[src/rtl/multi_chan_acq_sequencer_if.sv]
// Event FIFO write handshake between the acquisition sequencer and the event FIFO.
// The sequencer drives valid/data; the FIFO drives ready.
interface multi_chan_acq_sequencer_if #(
  parameter int DATA_W = 32
);
  logic              fifo_valid;
  logic              fifo_ready;
  logic [DATA_W-1:0] fifo_data;

  modport master (output fifo_valid, output fifo_data, input fifo_ready);
  modport slave  (input fifo_valid, input fifo_data, output fifo_ready);
endinterface

[src/rtl/multi_chan_acq_sequencer.sv]
// Trigger sequencer: delays an accepted TTC trigger, fans it out to NCHAN channels,
// waits for done or timeout, then writes one event-info word to the event FIFO.
module multi_chan_acq_sequencer #(
  parameter int NCHAN     = 5,
  parameter int DELAY_W   = 4,
  parameter int TYPE_W    = 2,
  parameter int NUM_W     = 24,
  parameter int TIMEOUT_W = 16
) (
  input  logic                    clk,
  input  logic                    reset,
  input  logic [NCHAN-1:0]        chan_en,
  input  logic [DELAY_W-1:0]      trig_delay,
  input  logic [TIMEOUT_W-1:0]    acq_timeout,
  input  logic                    trigger,
  input  logic [TYPE_W-1:0]       trig_type,
  input  logic [NUM_W-1:0]        trig_num,
  input  logic [NCHAN-1:0]        acq_done,
  output logic [TYPE_W*NCHAN-1:0] acq_enable,
  output logic [NCHAN-1:0]        acq_trig,
  multi_chan_acq_sequencer_if.master fifo,
  output logic [15:0]             trig_dropped,
  output logic [3:0]              state
);

  localparam int FIFO_W = 1 + NCHAN + TYPE_W + NUM_W;

  typedef enum logic [3:0] {
    S_IDLE  = 4'b0001,
    S_DELAY = 4'b0010,
    S_FILL  = 4'b0100,
    S_STORE = 4'b1000
  } state_e;

  state_e                    state_q,      state_d;
  logic [NCHAN-1:0]          en_l_q,       en_l_d;
  logic [DELAY_W-1:0]        dly_l_q,      dly_l_d;
  logic [TYPE_W-1:0]         type_l_q,     type_l_d;
  logic [NUM_W-1:0]          num_l_q,      num_l_d;
  logic [NCHAN-1:0]          done_seen_q,  done_seen_d;
  logic [DELAY_W-1:0]        dly_cnt_q,    dly_cnt_d;
  logic [TIMEOUT_W-1:0]      fill_cnt_q,   fill_cnt_d;
  logic [FIFO_W-1:0]         fifo_data_q,  fifo_data_d;
  logic                      fifo_valid_q, fifo_valid_d;
  logic [NCHAN-1:0]          acq_trig_q,   acq_trig_d;
  logic [TYPE_W*NCHAN-1:0]   acq_enable_q, acq_enable_d;
  logic [15:0]               dropped_q,    dropped_d;

  logic [NCHAN-1:0]          seen_now;
  logic [TIMEOUT_W:0]        fill_cnt_inc;

  always_comb begin
    // NOTE: every _d starts as its _q so no path through this block can infer a latch.
    state_d     = state_q;
    en_l_d      = en_l_q;
    dly_l_d     = dly_l_q;
    type_l_d    = type_l_q;
    num_l_d     = num_l_q;
    done_seen_d = done_seen_q;
    dly_cnt_d   = dly_cnt_q;
    fill_cnt_d  = fill_cnt_q;
    fifo_data_d = fifo_data_q;
    dropped_d   = dropped_q;

    seen_now     = done_seen_q | (acq_done & en_l_q);
    fill_cnt_inc = {1'b0, fill_cnt_q} + (TIMEOUT_W+1)'(1);

    if (trigger && (state_q != S_IDLE) && (dropped_q != 16'hFFFF)) begin
      dropped_d = dropped_q + 16'd1;
    end

    unique case (state_q)
      S_IDLE: begin
        if (trigger) begin
          en_l_d      = chan_en;
          dly_l_d     = trig_delay;
          type_l_d    = trig_type;
          num_l_d     = trig_num;
          done_seen_d = '0;
          dly_cnt_d   = '0;
          fill_cnt_d  = '0;
          if (chan_en == '0) begin
            state_d     = S_STORE;
            fifo_data_d = {1'b0, {NCHAN{1'b0}}, trig_type, trig_num};
          end else if (trig_delay != '0) begin
            state_d = S_DELAY;
          end else begin
            state_d = S_FILL;
          end
        end
      end

      S_DELAY: begin
        if (dly_cnt_q == dly_l_q - DELAY_W'(1)) begin
          state_d = S_FILL;
        end else begin
          dly_cnt_d = dly_cnt_q + DELAY_W'(1);
        end
      end

      S_FILL: begin
        done_seen_d = seen_now;
        if (fill_cnt_q != '1) begin
          fill_cnt_d = fill_cnt_q + TIMEOUT_W'(1);
        end
        // Completion wins over a timeout landing in the same cycle.
        if (seen_now == en_l_q) begin
          state_d     = S_STORE;
          fifo_data_d = {1'b0, {NCHAN{1'b0}}, type_l_q, num_l_q};
        end else if ((acq_timeout != '0) && (fill_cnt_inc >= {1'b0, acq_timeout})) begin
          state_d     = S_STORE;
          fifo_data_d = {1'b1, en_l_q & ~seen_now, type_l_q, num_l_q};
        end
      end

      S_STORE: begin
        if (fifo.fifo_ready) begin
          state_d = S_IDLE;
        end
      end

      default: state_d = S_IDLE;
    endcase

    // Outputs are registered from next-state values, so they never see inputs directly.
    fifo_valid_d = (state_d == S_STORE);
    acq_trig_d   = (state_d == S_FILL) ? (en_l_d & ~done_seen_d) : '0;
    acq_enable_d = (state_d == S_FILL) ? {NCHAN{type_l_d}} : '0;
  end

  always_ff @(posedge clk) begin
    if (reset) begin
      state_q      <= S_IDLE;
      en_l_q       <= '0;
      dly_l_q      <= '0;
      type_l_q     <= '0;
      num_l_q      <= '0;
      done_seen_q  <= '0;
      dly_cnt_q    <= '0;
      fill_cnt_q   <= '0;
      fifo_data_q  <= '0;
      fifo_valid_q <= 1'b0;
      acq_trig_q   <= '0;
      acq_enable_q <= '0;
      dropped_q    <= '0;
    end else begin
      state_q      <= state_d;
      en_l_q       <= en_l_d;
      dly_l_q      <= dly_l_d;
      type_l_q     <= type_l_d;
      num_l_q      <= num_l_d;
      done_seen_q  <= done_seen_d;
      dly_cnt_q    <= dly_cnt_d;
      fill_cnt_q   <= fill_cnt_d;
      fifo_data_q  <= fifo_data_d;
      fifo_valid_q <= fifo_valid_d;
      acq_trig_q   <= acq_trig_d;
      acq_enable_q <= acq_enable_d;
      dropped_q    <= dropped_d;
    end
  end

  assign state           = state_q;
  assign acq_trig        = acq_trig_q;
  assign acq_enable      = acq_enable_q;
  assign trig_dropped    = dropped_q;
  assign fifo.fifo_valid = fifo_valid_q;
  assign fifo.fifo_data  = fifo_data_q;

endmodule

[src/flat_wrapper.sv]
// flat-port wrapper written by rule: the top's interface ports become plain ports
module multi_chan_acq_sequencer_flat 
#(
  parameter int NCHAN     = 5,
  parameter int DELAY_W   = 4,
  parameter int TYPE_W    = 2,
  parameter int NUM_W     = 24,
  parameter int TIMEOUT_W = 16
)
  (clk, reset, chan_en, trig_delay, acq_timeout, trigger, trig_type, trig_num, acq_done, acq_enable, acq_trig, trig_dropped, state, fifo_fifo_valid, fifo_fifo_data, fifo_fifo_ready);
  multi_chan_acq_sequencer_if #(.DATA_W(32)) fifo_i ();
  input  logic clk;
  input  logic reset;
  input  logic [NCHAN-1:0] chan_en;
  input  logic [DELAY_W-1:0] trig_delay;
  input  logic [TIMEOUT_W-1:0] acq_timeout;
  input  logic trigger;
  input  logic [TYPE_W-1:0] trig_type;
  input  logic [NUM_W-1:0] trig_num;
  input  logic [NCHAN-1:0] acq_done;
  output logic [TYPE_W*NCHAN-1:0] acq_enable;
  output logic [NCHAN-1:0] acq_trig;
  output logic [15:0] trig_dropped;
  output logic [3:0] state;
  output wire logic [$bits(fifo_i.fifo_valid)-1:0] fifo_fifo_valid;
  output wire logic [$bits(fifo_i.fifo_data)-1:0] fifo_fifo_data;
  input wire logic [$bits(fifo_i.fifo_ready)-1:0] fifo_fifo_ready;
  assign fifo_fifo_valid = fifo_i.fifo_valid;
  assign fifo_fifo_data = fifo_i.fifo_data;
  assign fifo_i.fifo_ready = fifo_fifo_ready;
  multi_chan_acq_sequencer #(.NCHAN(NCHAN), .DELAY_W(DELAY_W), .TYPE_W(TYPE_W), .NUM_W(NUM_W), .TIMEOUT_W(TIMEOUT_W)) u_core (.clk(clk), .reset(reset), .chan_en(chan_en), .trig_delay(trig_delay), .acq_timeout(acq_timeout), .trigger(trigger), .trig_type(trig_type), .trig_num(trig_num), .acq_done(acq_done), .acq_enable(acq_enable), .acq_trig(acq_trig), .fifo(fifo_i), .trig_dropped(trig_dropped), .state(state));
endmodule
[config.mk]
export PLATFORM = sky130hd
export DESIGN_NAME = multi_chan_acq_sequencer_flat
export DESIGN_NICKNAME = d
export VERILOG_FILES = /design/src/rtl/multi_chan_acq_sequencer_if.sv /design/src/rtl/multi_chan_acq_sequencer.sv /design/src/flat_wrapper.sv
export SDC_FILE = /design/constraint.sdc
export NUM_CORES = 1
export LEC_CHECK = 0
export ABC_AREA = 1
export BUFFER_PORTS_ARGS = -buffer_cell sky130_fd_sc_hd__buf_2
export CAP_MARGIN = 10
export CORE_ASPECT_RATIO = 1.25
export CORE_MARGIN = 2
export CORE_UTILIZATION = 50
export CTS_BUF_LIST = sky130_fd_sc_hd__clkbuf_8 sky130_fd_sc_hd__clkbuf_16
export DETAILED_ROUTE_END_ITERATION = 8
export PLACE_DENSITY_LB_ADDON = 0.1
export SETUP_SLACK_MARGIN = 0.4
export SYNTH_ARGS = -nofsm -noshare
export SYNTH_HDL_FRONTEND = slang
export SYNTH_SLANG_ARGS = --single-unit
[constraint.sdc]
create_clock -name clk -period 5.6 [get_ports clk]
set_input_delay 0.84 -clock clk [delete_from_list [all_inputs] [get_ports clk]]
set_output_delay 0.84 -clock clk [all_outputs]
set_load 0.02 [all_outputs]
==> results of run 1 <==
## synth_stat cells, drive strengths merged
| cell type | n | area [µm²] |
|---|---|---|
| ha | 25 | 313 |
| a31oi | 2 | 12.5 |
| nor3b | 3 | 22.5 |
| and2 | 1 | 6.26 |
| a21oi | 76 | 380 |
| nor2 | 113 | 642 |
| or4 | 1 | 7.51 |
| nand2 | 173 | 683 |
| o22ai | 1 | 6.26 |
| dfxtp | 120 | 2400 |
| a21o | 1 | 7.51 |
| a22oi | 3 | 22.5 |
| o21a | 3 | 22.5 |
| clkbuf | 27 | 101 |
| buf | 17 | 135 |
| clkinv | 2 | 7.51 |
| nand4 | 33 | 206 |
| xor2 | 12 | 105 |
| nor3 | 13 | 81.3 |
| o21bai | 1 | 7.51 |
| inv | 130 | 493 |
| nand3b | 1 | 7.51 |
| xnor2 | 10 | 87.6 |
| o211a | 1 | 10.0 |
| or2 | 6 | 37.5 |
| nor4 | 5 | 31.3 |
| nand3 | 26 | 148 |
| o21ai | 70 | 350 |
## final cells by class
type	count	area [µm²]	share of cell area [%]
Sequential cell	120	2400	31.8
Clock buffer	19	453	5.99
Multi-Input combinational cell	580	3200	42.3
Inverter	132	500	6.62
Tap cell	168	210	2.78
Clock inverter	13	139	1.84
Timing Repair Buffer	130	658	8.70
## cell usage in the layout, fill, tap and decap left out, types with 5 or more instances in the layout
cell,instances
inv_1,127
nand3_1,24
nor3_1,11
buf_2,127
dfxtp_1,120
nor2_4,22
xnor2_1,10
nor2_1,70
inv_2,8
or2_2,6
nand4_1,33
nor4_1,5
clkbuf_16,17
a21oi_1,76
nand2_1,167
ha_1,25
xor2_1,12
nor2_2,21
o21ai_0,69
## per-stage QoR
step	std cells	worst slack (ns)	utilization, %
2_1_floorplan	876	2.92	-
3_3_place_gp	1130	2.43	55.5
3_5_place_dp	1130	2.32	55.5
4_1_cts	1162	2.30	60.3
5_1_grt	1162	1.85	60.3
6_report	1162	2.33	60.3
## sequential cells by signal, summed over array words and instances, names as in the netlist
signal,cells
u_core.num_l_q,24
u_core.acq_trig,5
u_core.fill_cnt_q,16
u_core.trig_dropped,16
u_core.en_l_q,5
u_core.done_seen_q,5
u_core.fifo.fifo_valid,1
u_core.acq_enable,2
u_core.fifo.fifo_data,32
u_core.state,4
u_core.dly_l_q,4
u_core.dly_cnt_q,4
u_core.type_l_q,2
## cell families after synthesis
family / share of synthesized area, %
AOI/OAI and AO/OA: 12.9
and+or+nand+nor: 29.6
xor gates and xnor gates: 3.04
buffers and inverters: 11.6
adders and majority gates: 4.94
DFF: 37.9
## per-layer routing
layer | share of wire [%] | track usage, %
met1 | 47 | 26.7
met2 | 47 | 36.9
met3 | 4.3 | 4.40
met4 | 1.7 | 8.08
met5 | 0 | 0
## how the worst min path moves through the flow
| stage | start | endpoint | slack (ns) |
|---|---|---|---|
| finish | u_core.num_l_q[5] | u_core.num_l_q[5] | 0.44 |
| global route | u_core.num_l_q[1] | u_core.num_l_q[1] | 0.45 |
| CTS | u_core.num_l_q[7] | u_core.num_l_q[7] | 0.45 |
| detailed placement | u_core.num_l_q[16] | u_core.num_l_q[16] | 0.44 |
| global placement | u_core.num_l_q[9] | u_core.num_l_q[9] | 0.43 |
| floorplan | u_core.num_l_q[10] | u_core.num_l_q[10] | 0.42 |
## power groups by stage
stage	Clock, mW	Combinational, mW	Sequential [mW]
floorplan	0	0.848	1.17
global placement	0	1.09	1.11
detailed placement	0	1.11	1.11
CTS	1.10	1.12	1.09
global route	1.14	1.24	1.11
finish	1.08	1.10	1.09
## tightest hold or removal path, cell delays in order, from the launching register on
cell and delay [ns]:
dfxtp_1 0.29, inv_1 0.05, a21oi_1 0.05
==> results.md, run 1 <==
- Routed wire length: approximately 14000 µm
- Pint: 2.07 mW
- Fin Setup TNS: 0 ns
- Overall Power: around 3.3 mW
- Clock buffer depth: 2
- Sink Count: 120
- Clock network power share: about a third
- Net Switching: between 1 and 1.5 mW
- Most frequent CP cell: nor2_1
- Least-Margin Pin Slew: between 0.9 and 1 ns
- Cell row count: 46
- Worst skew pair latency: between 0.4 and 0.5 ns
- Htree depth: 4
- Tightest hold margin: ~0.44 ns
- Hold Vio Cnt, Final: 0
- Critical R2R Capture: u_core.fifo.fifo_data[1]
- Critical path endpoint: u_core.fifo.fifo_data[1]
- Final setup vio count: 0
- Initial Util: roughly 50%
- Total I/O pin count: roughly 130
- Largest net degree at the start of global routing: a little over 70
- Initial antenna violation count: 0
- Fmax: 306 MHz
- Clock-pin slew on the worst setup and hold paths: around 0.050 ns
- Post-synthesis cell area: about 0.0063 mm²
- DR vias/cell: a little under 5
- Vias in the first global route: around 5100
- Cell family with most CP delay: simple AND/OR/NAND/NOR gates
- Area post-placement: 0.00697 mm²
- Final Cycle Share: between 50% and 60%
- Fillers: approximately 1200
- Initial drt markers: between 200 and 250
- CP bufs+invs: 2
- Critical path startpoint: u_core.fill_cnt_q[0]
- Startpoint Class: register
- Total gr overflow: 0
- Yosys cell types: between 40 and 50
- Max-slew headroom: 37.8%
- IO buf count: roughly 130
- Worst Hold Depth: 2
- Die footprint: roughly 0.014 mm²
- Max Cap Viol: 0
- Area grow syn2layout: 19.3%
- Diodes inserted: 0
- Mean Syn Cell Area: slightly above 7 µm²
- Gpl congestion: between 0.8 and 0.9
- Max-slew violation count: 0
- FF+latch count, synth: 120
- Max VDD drop: approximately 0.28 mV
- Post-synthesis net count: between 900 and 1000
- CP max stage cell: inv_6
- # DRC: 0
- Seq pwr share: between 30% and 40%
- CP Data Required Time: 5.94 ns
- Global-route wire length before repair: approximately 24000 µm
- Share of post-route cells with drive strength above 1: a little under a quarter
- Post-CTS setup buffer count: 0
- Flop-to-flop setup slack: approximately 2.3 ns
- Setup Skew: roughly 0.012 ns
- Yosys warning count: 0
- CTS tree: built
- CTS root buf: clkbuf_16
- DR pass1 iterations: 5
- Hold WC Path Type: register to register
- CTS Buf Count: 17
- Worst Reg2Reg Path Length in Cells: 20
- Sw Share: between 30% and 40%
- Worst-path maximum fanout: 28
- Overall die width: ~100 µm
- Critical Path, Cell by Cell: ha_1 -> nand2_2 -> nor2_4 -> nand3_1 -> nor2_1 -> xor2_1 -> inv_1 -> ha_1 -> nand2_1 -> nor2_1 -> nand2_1 -> o21ai_0 -> nand2_1 -> nand3_2 -> nand2_4 -> nand2_8 -> nand3_4 -> inv_6 -> nor2_1 -> nor2_1
- Vias: 5642
- CP Capture Type: register
- Design Area, Final: roughly 0.0076 mm²
- Reg2reg start: u_core.fill_cnt_q[0]
- RSZ-0062 raised after global routing: no
- Wire length per cell: 12.4 µm
- P_leak: between 3 and 4 nW
- Critical path class: register to register
- CTS-repair resized insts: 0
- CP arrival: between 3 and 4 ns
- Post-cts hold buffer count: 0
- Power Density: approximately 430 mW/mm²
- Gate power share: between 30% and 40%
- Gr usage total: between 20% and 30%
- Worst path depth: 20
- CP max stage delay: ~0.41 ns
- Outcome: finished clean
- Core area: about 0.013 mm²
- Cell count after synthesis: just under 900
- Register area share after synthesis: between 30% and 40%
- Tmin final: between 3 and 4 ns
- HPWL after detailed placement: ~10000 µm
- Die height: between 100 and 150 µm
- Post-layout nets: approximately 1100
- Final antenna-violating net count: 0
Note: power is estimated with default switching activity, not from simulation.
==> run 2: changes to the inputs <==
==> constraint.sdc (replaced) <==
create_clock -name clk -period 3.4 [get_ports clk]
set_input_delay 0.51 -clock clk [delete_from_list [all_inputs] [get_ports clk]]
set_output_delay 0.51 -clock clk [all_outputs]
set_load 0.02 [all_outputs]
==> results.md, run 2 (synthesis gave the netlist of run 1 again) <==
- Outcome: finished clean (unchanged)
- CTS Buf Count: 17 (unchanged)
- Wire length per cell: 13.0 µm (was 12.4 µm)
- Gpl congestion: 0.824 (was 0.844)
- Dpl cells: 1138 (was 1130)
- Least-Margin Pin Slew: 0.682 ns (was 0.929 ns)
- Max reg flops: 32 (unchanged)
- Pre-CTS WS: 0.196 ns (was 2.32 ns)
- Hold WC Path Type: primary input to register (was register to register)
- P_leak: 3.74 nW (was 3.59 nW)
- Sink Count: 120 (unchanged)
- Power Density: 702 mW/mm² (was 434 mW/mm²)
- Total gr overflow: 0 (unchanged)
- Tightest hold margin: 0.365 ns (was 0.443 ns)
- Overall die width: 105 µm (unchanged)
- Pint: 3.45 mW (was 2.07 mW)
- Core area: 0.0125 mm² (unchanged)
- RSZ-0062 raised after global routing: no (unchanged)
- CTS root buf: clkbuf_16 (unchanged)
- Share of post-route cells with drive strength above 1: 26.3% (was 22.6%)
- Initial antenna violation count: 1 (was 0)
- CP Capture Type: register (unchanged)
- Initial drt markers: 247 (was 209)
- CP Data Required Time: 3.70 ns (was 5.94 ns)
- Cell row count: 46 (unchanged)
- Commonest non-fill, non-tap cells in the layout: 166 x nand2_1, 127 x buf_2, 125 x inv_1, 115 x dfxtp_1, 76 x a21oi_1 (was 167 x nand2_1, 127 x inv_1, 127 x buf_2, 120 x dfxtp_1, 76 x a21oi_1)
- Hold Vio Cnt, Final: 0 (unchanged)
- IO buf count: 127 (unchanged)
- Initial Util: 50.5% (unchanged)
- Final setup vio count: 0 (unchanged)
- Sw Share: 37.8% (was 36.9%)
- Clock-pin slew on the worst setup and hold paths: 0.05 ns (about the same)
- Vias: 5844 (was 5642)
- Net Switching: 2.10 mW (was 1.21 mW)
- Reg2reg start: u_core.fill_cnt_q[0] (unchanged)
- Critical path class: register to register (unchanged)
- Clock network power share: 30.1% (was 33.0%)
- Fin worst setup slack: 0.543 ns (was 2.33 ns)
- Routed wire length: 15400 µm (was 14400 µm)
- CTS tree: built (unchanged)
- Area grow syn2layout: 24.7% (was 19.3%)
- Design Area, Final: 0.00790 mm² (was 0.00756 mm²)
- Max-slew violation count: 0 (unchanged)
- DR pass1 iterations: 7 (was 5)
- # DRC: 0 (unchanged)
- Fin Setup TNS: 0 ns (unchanged)
- Setup Skew: 0.00907 ns (was 0.0119 ns)
- Vias in the first global route: 5156 (was 5056)
- Clock buffer depth: 2 (unchanged)
- Most common cell after layout, fill and taps aside: nand2_1 (unchanged)
- Largest net degree at the start of global routing: 71 (unchanged)
- Tmin final: 2.86 ns (was 3.27 ns)
- Gate power share: 37.5% (was 33.7%)
- Global-route wire length before repair: 24200 µm (was 23600 µm)
- Worst-path maximum fanout: 7 (was 28)
- Final cell count without fillers: 1185 (was 1162)
- Worst Hold Depth: 3 (was 2)
- Startpoint Class: register (unchanged)
- Htree depth: 4 (unchanged)
- Gr usage total: 22.2% (was 21.4%)
- Final Cycle Share: 84.0% (was 58.3%)
- Seq pwr share: 32.4% (was 33.4%)
- Total I/O pin count: 128 (unchanged)
- Die height: 130 µm (unchanged)
- Worst Reg2Reg Path Length in Cells: 21 (was 20)
- Fmax: 350 MHz (was 306 MHz)
- Finished Core Util: 63.0% (was 60.3%)
- Min-delay src: trig_delay[3] (was u_core.num_l_q[5])
- Worst skew pair latency: 0.41 ns (about the same)
- Area post-placement: 0.00703 mm² (was 0.00697 mm²)
- CP arrival: 3.16 ns (was 3.61 ns)
- Max-slew headroom: 54.5% (was 37.8%)
- Post-layout nets: 1093 (was 1066)
- HPWL after detailed placement: 10400 µm (was 10200 µm)
- Max Cap Viol: 0 (unchanged)
- Critical path startpoint: u_core.fill_cnt_q[0] (unchanged)
- Overall Power: 5.55 mW (was 3.28 mW)
- Die footprint: 0.0136 mm² (unchanged)
- DR vias/cell: 4.93 (was 4.86)
- Final antenna-violating net count: 0 (unchanged)
- Max VDD drop: 0.385 mV (was 0.284 mV)
[run 2: path summary, 6_finish.rpt]
| kind | endpoint | slack [ns] |
|---|---|---|
| max reg2reg | u_core.fifo.fifo_data[6] | 0.54 |
| min | u_core.dly_l_q[3] | 0.37 |
| max | u_core.fifo.fifo_data[6] | 0.54 |
| min reg2reg | u_core.num_l_q[22] | 0.45 |
[run 2: area by class of cell]
class | instances | area [µm²]
sequential | 120 | 2420
inverter | 132 | 522
multi-input combinational | 581 | 3300
timing repair buffer | 153 | 851
clock inverter | 8 | 86.3
fill | 1239 | 4650
clock buffer | 19 | 453
timing repair inverter | 3 | 62.6
tap | 168 | 210
antenna | 1 | 2.50
[run 2: worst max-delay path, cell delays in order, from the launching register on]
cell       delay, ns
dfxtp_4         0.38
ha_4            0.14
nand2_2         0.07
nor2_4          0.16
buf_6           0.12
nand2_4         0.07
nor2_4          0.11
xor2_1          0.23
ha_1            0.28
nand2_1         0.09
nor2_2          0.05
nand4_1         0.07
nor2_1          0.05
nand2_1         0.07
nand3_2         0.09
nand2_4         0.11
nand2_8         0.09
nand3_4         0.09
buf_12          0.20
clkinv_16       0.10
nor2_4          0.11
nor2_2          0.03
[run 2: power groups by stage]
stage / Sequential (mW) / Combinational (mW) / Clock, mW
CTS: 1.80 / 2.03 / 1.70
floorplan: 1.93 / 1.40 / 0
global placement: 1.82 / 1.86 / 0
global route: 1.82 / 2.33 / 1.76
detailed placement: 1.83 / 1.88 / 0
finish: 1.80 / 2.08 / 1.67
[run 2: repair_timing]
| action | CTS | global route |
|---|---|---|
| hold buffers | 0 | 0 |
| pin swaps | 1 | 15 |
| endpoints found under the setup margin | 33 | 42 |
| resized for setup | 6 | 36 |
| setup buffers | 2 | 13 |
| cloned | 2 | 2 |
[run 2: layer usage]
metal  wire [µm]  up-vias  GRT usage (%)  part of all wire (%)
li1            -     3070              -                     -
met1        6990     2615           28.0                    45
met2        7440      131           37.2                    48
met3         592       28           4.90                   3.8
met4         393        0           9.02                   2.5
met5           0        -              0                     0
